===== config.mk =====
export PLATFORM = sky130hd
export DESIGN_NAME = arb_req_sequencer
export DESIGN_NICKNAME = d
export VERILOG_FILES = /design/src/rtl/arb_req_sequencer.sv
export SDC_FILE = /design/constraint.sdc
export NUM_CORES = 1
export LEC_CHECK = 0
export CORE_MARGIN = 2
export CORE_UTILIZATION = 56
export DETAILED_ROUTE_END_ITERATION = 16
export PLACE_DENSITY_LB_ADDON = 0.1
export SLEW_MARGIN = 20
export SYNTH_ARGS = -nofsm -noshare
export SYNTH_HDL_FRONTEND = slang
export SYNTH_SLANG_ARGS = --single-unit

===== constraint.sdc =====
create_clock -name clk -period 3.2 [get_ports clk]
set_input_delay 0.48 -clock clk [delete_from_list [all_inputs] [get_ports clk]]
set_output_delay 0.48 -clock clk [all_outputs]
set_load 0.005 [all_outputs]

===== src/rtl/arb_req_sequencer.sv =====
// Request-side sequencer feeding a 3-way priority grant FSM: per-channel burst
// queues, request/beat/gap sequencing, and sticky protocol error flags.
module arb_req_sequencer #(
   parameter int unsigned LEN_W  = 4,
   parameter int unsigned QDEPTH = 2
) (
   input  logic                 clk,
   input  logic                 resetn,
   input  logic [2:0]           cmd_valid,
   input  logic [3*LEN_W-1:0]   cmd_len,
   output logic [2:0]           cmd_ready,
   output logic [2:0]           r,
   input  logic [2:0]           g,
   output logic [2:0]           beat,
   output logic [2:0]           done,
   output logic [2:0]           err_stray,
   output logic                 err_multi
);

   localparam int unsigned PTR_W = (QDEPTH > 1) ? $clog2(QDEPTH) : 1;
   localparam int unsigned CNT_W = $clog2(QDEPTH + 1);

   typedef enum logic [1:0] {IDLE, REQ, XFER, GAP} state_t;

   state_t           st   [3];
   logic [LEN_W-1:0] cnt  [3];
   logic [LEN_W-1:0] q_mem[3][QDEPTH];
   logic [PTR_W-1:0] wptr [3];
   logic [PTR_W-1:0] rptr [3];
   logic [CNT_W-1:0] qcnt [3];
   logic [2:0]       g_q;

   logic [2:0]       push;
   logic [2:0]       pop;
   logic [LEN_W-1:0] head [3];

   // Queue handshakes and output decode, all from registered state
   always_comb begin
      push      = '0;
      pop       = '0;
      cmd_ready = '0;
      r         = '0;
      done      = '0;
      beat      = '0;
      for (int i = 0; i < 3; i++) begin
         head[i]      = q_mem[i][rptr[i]];
         cmd_ready[i] = (qcnt[i] < CNT_W'(QDEPTH));
         push[i]      = cmd_valid[i] & cmd_ready[i];
         r[i]         = (st[i] == REQ) || (st[i] == XFER);
         done[i]      = (st[i] == GAP);
         beat[i]      = g[i] & r[i];
         // Pop on the edge that moves REQ/XFER into GAP
         pop[i]       = g[i] && (((st[i] == REQ) && (head[i] == '0)) ||
                                 ((st[i] == XFER) && (cnt[i] == '0)));
      end
   end

   always_ff @(posedge clk) begin
      if (!resetn) begin
         for (int i = 0; i < 3; i++) begin
            st[i]   <= IDLE;
            cnt[i]  <= '0;
            wptr[i] <= '0;
            rptr[i] <= '0;
            qcnt[i] <= '0;
         end
         g_q       <= '0;
         err_stray <= '0;
         err_multi <= 1'b0;
      end else begin
         g_q <= g;
         if ($countones(g) > 1) err_multi <= 1'b1;
         for (int i = 0; i < 3; i++) begin
            if (push[i]) begin
               q_mem[i][wptr[i]] <= cmd_len[i*LEN_W +: LEN_W];
               wptr[i] <= (wptr[i] == PTR_W'(QDEPTH - 1)) ? '0 : wptr[i] + 1'b1;
            end
            if (pop[i])
               rptr[i] <= (rptr[i] == PTR_W'(QDEPTH - 1)) ? '0 : rptr[i] + 1'b1;
            if (push[i] && !pop[i])
               qcnt[i] <= qcnt[i] + 1'b1;
            else if (!push[i] && pop[i])
               qcnt[i] <= qcnt[i] - 1'b1;

            // A single overhang grant cycle in GAP is expected; anything else is stray
            if (g[i] && ((st[i] == IDLE) || ((st[i] == GAP) && !g_q[i])))
               err_stray[i] <= 1'b1;

            case (st[i])
               IDLE: if (qcnt[i] != '0) st[i] <= REQ;
               REQ: begin
                  if (g[i]) begin
                     if (head[i] == '0) begin
                        st[i] <= GAP;
                     end else begin
                        st[i]  <= XFER;
                        cnt[i] <= head[i] - 1'b1;
                     end
                  end
               end
               XFER: begin
                  if (g[i]) begin
                     if (cnt[i] == '0) st[i] <= GAP;
                     else              cnt[i] <= cnt[i] - 1'b1;
                  end
               end
               GAP:     st[i] <= IDLE;
               default: st[i] <= IDLE;
            endcase
         end
      end
   end

endmodule


* Word level (Yosys, flattened, before mapping)
Memories as Yosys holds them, arrays and structs flattened.
Index checks and enable logic that the tools add are counted.
** Storage, ports and cells
- Register bits :: 7
- Memory bits (writable) :: 54
- Input bits :: 20
- Logic and storage cells :: 330
- Memories kept :: 6
** Memory list
- q_mem :: words 3, bits a word 8, rd ports 3, clocked after Yosys merged registers in 0, write ports 3, line 27 : logic [LEN_W-1:0] q_mem[3][QDEPTH];
- cnt :: words 3, bits a word 4, rd ports 3, clocked after Yosys merged registers in 0, write ports 3, line 26 : logic [LEN_W-1:0] cnt [3];
- qcnt :: words 3, bits a word 2, rd ports 3, clocked after Yosys merged registers in 0, write ports 3, line 30 : logic [CNT_W-1:0] qcnt [3];
- st :: words 3, bits a word 2, rd ports 3, clocked after Yosys merged registers in 0, write ports 3, line 25 : state_t st [3];
- rptr :: words 3, bits a word 1, rd ports 3, clocked after Yosys merged registers in 0, write ports 3, line 29 : logic [PTR_W-1:0] rptr [3];
- wptr :: words 3, bits a word 1, rd ports 3, clocked after Yosys merged registers in 0, write ports 3, line 28 : logic [PTR_W-1:0] wptr [3];
** Operators by class
- Add/sub/neg operators :: 20
- Magnitude comparators :: 13
- Equal/unequal tests :: 9
- Mux-type cells :: 178
- Bitwise logic cells :: 45
- Reductions and logical operators :: 54
** Operators with widths (count)
- two-way mux 1 bit :: 133
- two-way mux 4 bit :: 18
- two-way mux 2 bit :: 21
- bitwise OR 1 bit :: 33
- logical AND 1 bit :: 24
- logical NOT 4 bit :: 6
- two-way mux 8 bit :: 3
- subtractor 4 x 1 -> 4 bit (second input constant) :: 6
- demux 4 bit (select 1 bit) :: 3
- == test 2 bit (second input constant) :: 6
- greater-or-equal comparator 2 bit (second input constant) :: 6
- NOT 1 -> 2 bit :: 6
- logical NOT 1 bit :: 9
- logical OR 1 bit :: 9
- adder 1 bit (second input constant) :: 6
- adder 2 x 1 -> 2 bit (second input constant) :: 3
- AND 1 bit :: 6
- == test 2 x 1 -> 1 bit (second input constant) :: 3
- logical NOT 2 bit :: 3
- < comparator 2 x 1 -> 1 bit (second input constant) :: 3
- < comparator 2 bit (second input constant) :: 3
- nonzero test 2 bit :: 3
- subtractor 2 x 1 -> 2 bit (second input constant) :: 3
- adder 2 x 1 -> 3 bit :: 1
- other kinds (2) :: 2

* Longest topological paths before layout
Gate-level depths: netlist of the first run.
- Depth in word-level cells :: 15
- Mapped depth :: 9
- Gate-level depth less buffers :: 9

* Least setup slack after synthesis of the first run
No wires, ideal clock.
- Path type :: register to register
- Start point :: memory rptr[0][2] (netlist bit)
- End point :: memory qcnt[2][1] (netlist bit) (data pin)
- Arrival :: 2.067 ns
- Slack :: 0.870 ns
- Cell stages (with the launch flop) :: 10
- Clock period less this slack :: 2.330 ns
- Path through :: edfxtp_1 -> buf_4 -> mux2i_1 -> ha_1 -> o21ai_2 -> o2bb2a_4 -> buf_2 -> a221o_1 -> nor3b_4 -> o21ai_1
** RTL lines (line)
- start: declaration :: 29
- end: declaration :: 30

==> flow_summary.json, run 1 <==
{
  "outcome": "finished, final reports clean",
  "drv_slew": 0,
  "crit_type": "reg -> reg",
  "io_pins": 36,
  "hold_viol": 0,
  "grt_max_degree": 15,
  "synth_cells": 302,
  "power_density_nw_per_um2": 773,
  "max_freq_mhz": 393,
  "holdBufCountCts": 0,
  "whs_endpoint": "err_stray[2]",
  "maxCapViolations": 0,
  "setup_viol_count_final": 0,
  "grt_overflow": 0,
  "synth_warnings": 0,
  "clock_sinks": 61,
  "syn_to_final_growth_pct": 17.8,
  "yosys-top-cells-area": "edfxtp_1 49%, ha_1 7.2%, dfxtp_1 4.2%, mux2i_1 3.6%, nand2_1 3.6%",
  "drc": 0,
  "worstMarginPinSlew_ns": 0.496,
  "path_clk_slew_ns": 0.06,
  "fin_crit_ns": 2.54,
  "wl_per_cell_um": 15.2,
  "insertion_delay_ns": 0.33,
  "min-delay-path-class": "reg -> reg",
  "syn_area_um2": 3300,
  "ys_seq_elements": 61,
  "std_cell_rows": 27,
  "required_ns": 3.28,
  "period_share": 0.795,
  "final_cell_mix": "54 x edfxtp_1, 35 x clkdlybuf4s50_1, 32 x nand2_1",
  "firstDrtPassIters": 4,
  "synth_cell_types": 52,
  "finalSetupTns_ns": 0,
  "routabilityCongestion": 0.860,
  "cts_tree": "yes",
  "layout_commonest_cell": "edfxtp_1",
  "dieArea_um2": 6530,
  "gr-usage-all-layers": 0.216,
  "ys.flop_type": "edfxtp_1",
  "ant_nets": 0,
  "ff2ff_path_depth": 7,
  "dp_cells": 403,
  "peakVddDrop_mv": 0.560,
  "num-fill-cells": 464,
  "netlist.area_leader.share": 0.491,
  "insertedDiodeCount": 0,
  "cts_resized": 0,
  "power_w": 0.00301,
  "grt_pass1_vias": 2237,
  "ys_async_sr_fraction": 0,
  "cts_setup_buffers": 0,
  "cts_root_buf": "clkbuf_8",
  "clk_path_buf_depth": 2,
  "r2r-start": "rptr[0][2]",
  "rsz0062_at_grt": "no",
  "drt_iter0_markers": 140,
  "initial_core_util": 0.589,
  "rr_endpoint": "qcnt[2][1]",
  "fp.dieH_um": 80.8,
  "critPathCaptureType": "register",
  "synth_edf_count": 54,
  "instances_no_fill": 417,
  "yosys.area.top_type": "edfxtp_1",
  "max-slew-margin-rel": 0.667,
  "antenna_found_initial": 0,
  "via_count": 2317,
  "cts_made_buffers": 9,
  "power.leakage_nw": 1.53,
  "r2r_slack_ns": 0.66,
  "routed_via_density": 5.56,
  "worstHoldPathCells": 2,
  "port_buffers": 35,
  "synth_fp_nets": 341,
  "routed_wl_um": 6360,
  "grt_pass1_wl_um": 10600,
  "holdCritStartpoint": "err_stray[2]",
  "coreArea_um2": 5610,
  "seq_area_frac_synth": 0.534,
  "drive_gt1_frac": 0.0667,
  "cts_max_level": 3,
  "critPathMaxFanout": 7,
  "worst_setup_path_start_kind": "register",
  "avgSynthCellArea_um2": 10.9,
  "post-dp-hpwl_um": 4900,
  "finalClockSkew_ns": 0.00564,
  "cp.arrival_ns": 2.62,
  "nets": 381,
  "die_w_um": 80.8
}
==> cell families after synthesis <==
logic type / after synthesis / share of synthesized area
AO/OA/AOI/OAI: 53 / 0.113
XOR/XNOR: 13 / 0.0345
adder cells (fa/ha/maj): 19 / 0.0720
buffers and inverters: 32 / 0.0383
flip-flops: 61 / 0.534
multiplexers: 12 / 0.0364
AND/OR/NAND/NOR: 112 / 0.173
==> flip-flops by register name, summed over array words and instances (netlist names) <==
name	cells
q_mem	24
cnt	12
qcnt	6
st	6
err_stray	3
g_q	3
rptr	3
wptr	3
err_multi	1
==> how the worst max path moves through the flow <==
| stage | start | endpoint | slack (ns) |
|---|---|---|---|
| global placement | resetn | qcnt[2][0] | 0.64 |
| detailed placement | resetn | cnt[1][2] | 0.55 |
| floorplan | rptr[0][2] | qcnt[2][1] | 0.87 |
| finish | rptr[0][2] | qcnt[2][1] | 0.66 |
| global route | rptr[0][2] | qcnt[2][0] | 0.50 |
| CTS | rptr[0][2] | qcnt[2][1] | 0.64 |
==> critical path, cell delays in order, from the launching register on <==
cell and delay (ns):
edfxtp_1 0.55, mux2i_1 0.33, ha_1 0.25, o21ai_2 0.10, o2bb2a_4 0.24, a221o_1 0.38
nor3b_4 0.32, o21ai_1 0.11
==> synthesized netlist by cell type, types with 2 or more instances <==
cell      number
dfxtp_1        7
mux2i_1       12
and2_1         5
or3_1          2
o21ai_0       10
nor2b_1        9
buf_2          2
nor4_1         3
and3_1         7
nand3_1        5
o22ai_1        4
o31a_1         2
nand2b_1       5
nor3_1         6
a21oi_1       13
edfxtp_1      54
inv_1         24
ha_1          19
xor2_1         4
nand2_1       32
o21a_1         2
a31o_2         3
xnor2_1        9
a211oi_1       3
clkbuf_1       5
nor2_1        29
==> through the flow <==
step                setup slack [ns]  hold slack, ns  instance area [um^2]  utilization
detailed placement             0.552           0.447                  3720        0.664
global route                   0.496           0.486                  3890        0.694
floorplan                      0.870           0.442                  3300            -
CTS                            0.640           0.457                  3890        0.694
finish                         0.656           0.454                  3890        0.694
global placement               0.642           0.436                  3720        0.664
==> report_power, final <==
part	internal, W	total (W)	switching (W)
Clock	0.000343	0.000615	0.000272
Sequential	0.00113	0.00128	0.000147
Combinational	0.000553	0.00112	0.000564
Total	0.00203	0.00301	0.000984
==> final cells by class <==
type                       instances  area, um^2  area share
inverter                          24        90.1      0.0232
clock inverter                     4        41.3      0.0106
sequential                        61        1760       0.453
multi-input combinational        209        1410       0.363
clock buffer                      10         128      0.0328
tap                               72        90.1      0.0232
timing repair buffer              37         365      0.0939
==> layer usage <==
layer	vias to the layer above	share of wire	global-route usage
met3	5	0.058	0.0611
met1	1098	0.46	0.297
met2	56	0.47	0.342
met4	0	0.0091	0.0559
met5	-	0	0
li1	1158	-	-
Power figures use the tool's default switching activity.
==> run 2, diff against run 1 <==
--- a/config.mk
+++ b/config.mk
@@ -6,7 +6,7 @@
 export NUM_CORES = 1
 export LEC_CHECK = 0
 export CORE_MARGIN = 2
-export CORE_UTILIZATION = 56
+export CORE_UTILIZATION = 51
 export DETAILED_ROUTE_END_ITERATION = 16
 export PLACE_DENSITY_LB_ADDON = 0.1
 export SLEW_MARGIN = 20
==> constraint.sdc (replaced) <==
create_clock -name clk -period 2 [get_ports clk]
set_input_delay 0.3 -clock clk [delete_from_list [all_inputs] [get_ports clk]]
set_output_delay 0.3 -clock clk [all_outputs]
set_load 0.005 [all_outputs]
==> flow_summary.json, run 2 (synthesis gave the netlist of run 1 again) <==
{
  "grt_pass1_vias": 2600,
  "cts_made_buffers": 9,
  "gr-usage-all-layers": 0.215,
  "routabilityCongestion": 0.820,
  "place_ws_ns": -0.253,
  "multiInputGateArea_um2": 1600,
  "port_buffers": 35,
  "cp_num_buf_inv": 0,
  "ant_nets": 0,
  "routed_wl_um": 7660,
  "drt_iter0_markers": 111,
  "insertion_delay_ns": 0.34,
  "min-delay-path-class": "reg -> reg",
  "cts_root_buf": "clkbuf_8",
  "clk_path_buf_depth": 2,
  "die_w_um": 84.5,
  "setup_viol_count_final": 6,
  "insertedDiodeCount": 0,
  "crit_type": "reg -> reg",
  "drv_slew": 0,
  "num-fill-cells": 439,
  "grt_pass1_wl_um": 11900,
  "final_cell_mix": "89 x buf_4, 54 x edfxtp_1, 31 x nand2_1",
  "firstDrtPassIters": 4,
  "worstMarginPinSlew_ns": 0.341,
  "max_freq_mhz": 444,
  "peakVddDrop_mv": 0.837,
  "final_util": 0.758,
  "fp.dieH_um": 84.5,
  "hold_viol": 0,
  "wl_per_cell_um": 14.9,
  "clock_sinks": 61,
  "drc": 0,
  "post-dp-hpwl_um": 5720,
  "cts_max_level": 3,
  "period_share": 1.13,
  "worst_setup_path_start_kind": "register",
  "std_cell_rows": 29,
  "fin_crit_ns": 2.25,
  "seqCellArea_um2": 1760,
  "antenna_found_initial": 0,
  "power.leakage_nw": 2.04,
  "maxCapViolations": 0,
  "path_clk_slew_ns": 0.07,
  "power_density_nw_per_um2": 1170,
  "coreArea_um2": 6310,
  "via_count": 2673,
  "cp_slowest_cell": "edfxtp_1",
  "rsz0062_at_grt": "yes",
  "grt_max_degree": 11,
  "drive_gt1_frac": 0.343,
  "power_w": 0.00562,
  "max-slew-margin-rel": 0.771,
  "critical-path-max-stage-delay_ns": 0.42,
  "crit_family": "compound AO/OA/AOI/OAI gates",
  "timing.final.ws_setup_ns": -0.254,
  "dp_cells": 487,
  "finalSetupTns_ns": -1.38,
  "finalClockSkew_ns": 0.00638,
  "required_ns": 2.09,
  "violations": "setup timing",
  "cp.arrival_ns": 2.34,
  "layout_commonest_cell": "buf_4",
  "syn_to_final_growth_pct": 45.0,
  "routed_via_density": 5.20,
  "instances_no_fill": 514,
  "io_pins": 36,
  "worstPathCellList": "mux2i_2, ha_2, o21ai_2, o2bb2a_4, a221o_1, nor3b_4, o21ai_1",
  "cts_tree": "yes",
  "outcome": "finished, violations left",
  "critPathCaptureType": "register",
  "nets": 471,
  "largest_reg_flops": 24,
  "dieArea_um2": 7130,
  "critPathMaxFanout": 5,
  "initial_core_util": 0.523,
  "grt_overflow": 0
}
## run 2: cell count changes in the layout (fill, tap and decap cells not counted), sizes merged
| cell | delta |
|---|---|
| dlygate4sd2 | +3 |
| dlymetal6s2s | +3 |
| clkinv | +2 |
| buf | +90 |
| clkdlybuf4s50 | -6 |
## run 2: final timing paths
check,slack [ns],depth (start not counted),end,startpoint
max,-0.25,7,qcnt[2][1],rptr[0][2]
min,0.45,2,err_stray[1],err_stray[1]
max reg2reg,-0.25,7,qcnt[2][1],rptr[0][2]
min reg2reg,0.45,2,err_stray[1],err_stray[1]
## run 2: through the flow
stage	instance area [um^2]	hold slack [ns]
2_1_floorplan	3320	0.399
3_3_place_gp	4330	0.433
3_5_place_dp	4330	0.446
4_1_cts	4550	0.457
5_1_grt	4790	0.484
6_report	4790	0.451
## run 2: final cells by class
cell class	instances	area share
clock buffer	10	0.0267
clock inverter	6	0.0112
inverter	24	0.0188
multi-input combinational	209	0.335
sequential	61	0.368
tap	77	0.0201
timing repair buffer	127	0.221
## run 2: worst min-delay path: cells and delay by family, from the launching register on
family,cells,cell delay (ns)
AOI/OAI and AO/OA,1,0.05
buffers and inverters,1,0.05
DFF,1,0.31
## run 2: timing repair
action | 4_1_cts | 5_1_grt
hold buffers | 0 | 0
buffers inserted | 3 | 9
endpoints found under the setup margin | 21 | 29
gates resized for setup | 9 | 39
pin swaps | 3 | 14
## run 2: power breakdown
part | switching [W] | internal (W) | leakage (nW) | total, W
Clock | 0.000479 | 0.000562 | 0.0972 | 0.00104
Sequential | 0.000222 | 0.00180 | 0.594 | 0.00203
Combinational | 0.00116 | 0.00139 | 1.35 | 0.00255
Total | 0.00186 | 0.00376 | 2.04 | 0.00562
## run 2: layer usage
metal / track usage / share of wire
met1: 0.272 / 0.43
met2: 0.362 / 0.52
met3: 0.0560 / 0.042
met4: 0.0722 / 0.013
met5: 0 / 0
==> run 3, diff against run 2 <==
--- a/config.mk
+++ b/config.mk
@@ -6,10 +6,11 @@
 export NUM_CORES = 1
 export LEC_CHECK = 0
 export CORE_MARGIN = 2
-export CORE_UTILIZATION = 51
+export CORE_UTILIZATION = 50
 export DETAILED_ROUTE_END_ITERATION = 16
 export PLACE_DENSITY_LB_ADDON = 0.1
 export SLEW_MARGIN = 20
 export SYNTH_ARGS = -nofsm -noshare
 export SYNTH_HDL_FRONTEND = slang
 export SYNTH_SLANG_ARGS = --single-unit
+export TNS_END_PERCENT = 100
==> flow_summary.json, run 3 (synthesis gave the netlist of run 1 again) <==
{
  "via_count": 2642,
  "timing.final.ws_setup_ns": -0.292,
  "routabilityCongestion": 0.799,
  "nets": 467,
  "cts_tree": "yes",
  "largest_reg_flops": 24,
  "grt_pass1_vias": 2744,
  "finalClockSkew_ns": 0.00642,
  "maxCapViolations": 0,
  "fp.dieH_um": 85.3,
  "dieArea_um2": 7270,
  "cp_slowest_cell": "edfxtp_1",
  "antenna_found_initial": 0,
  "clk_path_buf_depth": 2,
  "port_buffers": 35,
  "gr-usage-all-layers": 0.226,
  "power.leakage_nw": 2.02,
  "drt_iter0_markers": 81,
  "holdBufCountCts": 0,
  "ant_nets": 0,
  "fin_crit_ns": 2.29,
  "fin_area_um2": 4800,
  "post-dp-hpwl_um": 5740,
  "rsz0062_at_grt": "yes",
  "io_pins": 36,
  "max-slew-margin-rel": 0.756,
  "worstMarginPinSlew_ns": 0.364,
  "drc": 0,
  "layout_commonest_cell": "buf_4",
  "path_clk_slew_ns": 0.07,
  "insertion_delay_ns": 0.33,
  "required_ns": 2.09,
  "syn_to_final_growth_pct": 45.5,
  "min-delay-path-class": "reg -> reg",
  "period_share": 1.15,
  "routed_via_density": 5.18,
  "critical-path-max-stage-delay_ns": 0.43,
  "cts_made_buffers": 9,
  "drv_slew": 0,
  "peakVddDrop_mv": 0.832,
  "grt_max_degree": 11,
  "worst_setup_path_start_kind": "register",
  "firstDrtPassIters": 4,
  "cts_max_level": 3,
  "max_freq_mhz": 436,
  "drive_gt1_frac": 0.321,
  "worstPathCellList": "mux2i_1, ha_2, o21ai_2, o2bb2a_4, a221o_1, nor3b_4, buf_4, o21ai_1",
  "crit_type": "reg -> reg",
  "placed_cell_area_um2": 4310,
  "hold_viol": 0,
  "outcome": "finished, violations left",
  "coreArea_um2": 6390,
  "setup_viol_count_final": 7,
  "routed_wl_um": 7550,
  "insertedDiodeCount": 0,
  "std_cell_rows": 29,
  "wl_per_cell_um": 14.8,
  "clock_sinks": 61,
  "power_density_nw_per_um2": 1240,
  "critPathCaptureType": "register",
  "grt_overflow": 0,
  "cts_root_buf": "clkbuf_8",
  "final_util": 0.752,
  "initial_core_util": 0.517,
  "final_cell_mix": "82 x buf_4, 54 x edfxtp_1, 32 x nand2_1",
  "violations": "setup timing",
  "cp.arrival_ns": 2.38,
  "grt_pass1_wl_um": 12700,
  "critPathMaxFanout": 4,
  "die_w_um": 85.3
}
run 3: power breakdown:
group	switching (W)	internal [W]	total, W
clock network	0.000475	0.000823	0.00130
logic	0.00117	0.00147	0.00265
registers	0.000230	0.00180	0.00204
total	0.00188	0.00410	0.00598
run 3: layout make-up:
type | count | area [um^2]
clock buffers | 11 | 131
clock inverters | 5 | 98.8
fillers | 448 | 1580
inverters | 24 | 90.1
multi-input cells | 209 | 1590
flip-flops and latches | 61 | 1760
well taps | 77 | 96.3
repair buffers | 123 | 1030
run 3: path summary, 6_finish.rpt:
| path | start | end | slack, ns | depth (start not counted) |
|---|---|---|---|---|
| hold reg to reg | err_stray[0] | err_stray[0] | 0.46 | 2 |
| setup reg to reg | rptr[0][2] | qcnt[2][1] | -0.29 | 8 |
| hold / removal | err_stray[0] | err_stray[0] | 0.46 | 2 |
| setup / recovery | rptr[0][2] | qcnt[2][1] | -0.29 | 8 |
run 3: routing by layer:
layer / routed length, um / vias to the layer above / global-route usage
met5: 0 / - / 0
met4: 135 / 0 / 0.0952
met3: 269 / 10 / 0.0418
met2: 3750 / 52 / 0.379
met1: 3400 / 1241 / 0.288
li1: - / 1339 / -
run 3: worst max-delay path: cells and delay by family, from the launching register on:
family	cells	cell delay [ns]
multiplexers	1	0.27
flip-flops	1	0.43
adder cells (fa/ha/maj)	1	0.24
buffers and inverters	1	0.15
AND/OR/NAND/NOR	1	0.23
AO/OA/AOI/OAI	4	0.72
run 3: through the flow:
step	power, W	setup TNS [ns]	hold slack [ns]	instances	worst slack [ns]
2_1_floorplan	0.00317	-1.43	0.399	302	-0.269
3_3_place_gp	0.00427	-3.70	0.435	485	-0.261
3_5_place_dp	0.00434	-4.45	0.446	485	-0.338
4_1_cts	0.00585	-1.66	0.460	507	-0.308
5_1_grt	0.00635	-3.26	0.479	510	-0.416
6_report	0.00598	-1.52	0.456	510	-0.292
run 3: timing repair:
item                                    in CTS  in global routing
cloned                                       0                  0
resized for setup                           22                 22
buffers inserted                             8                  4
pin swaps                                    8                  5
hold endpoints to repair                     0                  0
endpoints found under the setup margin      26                 31
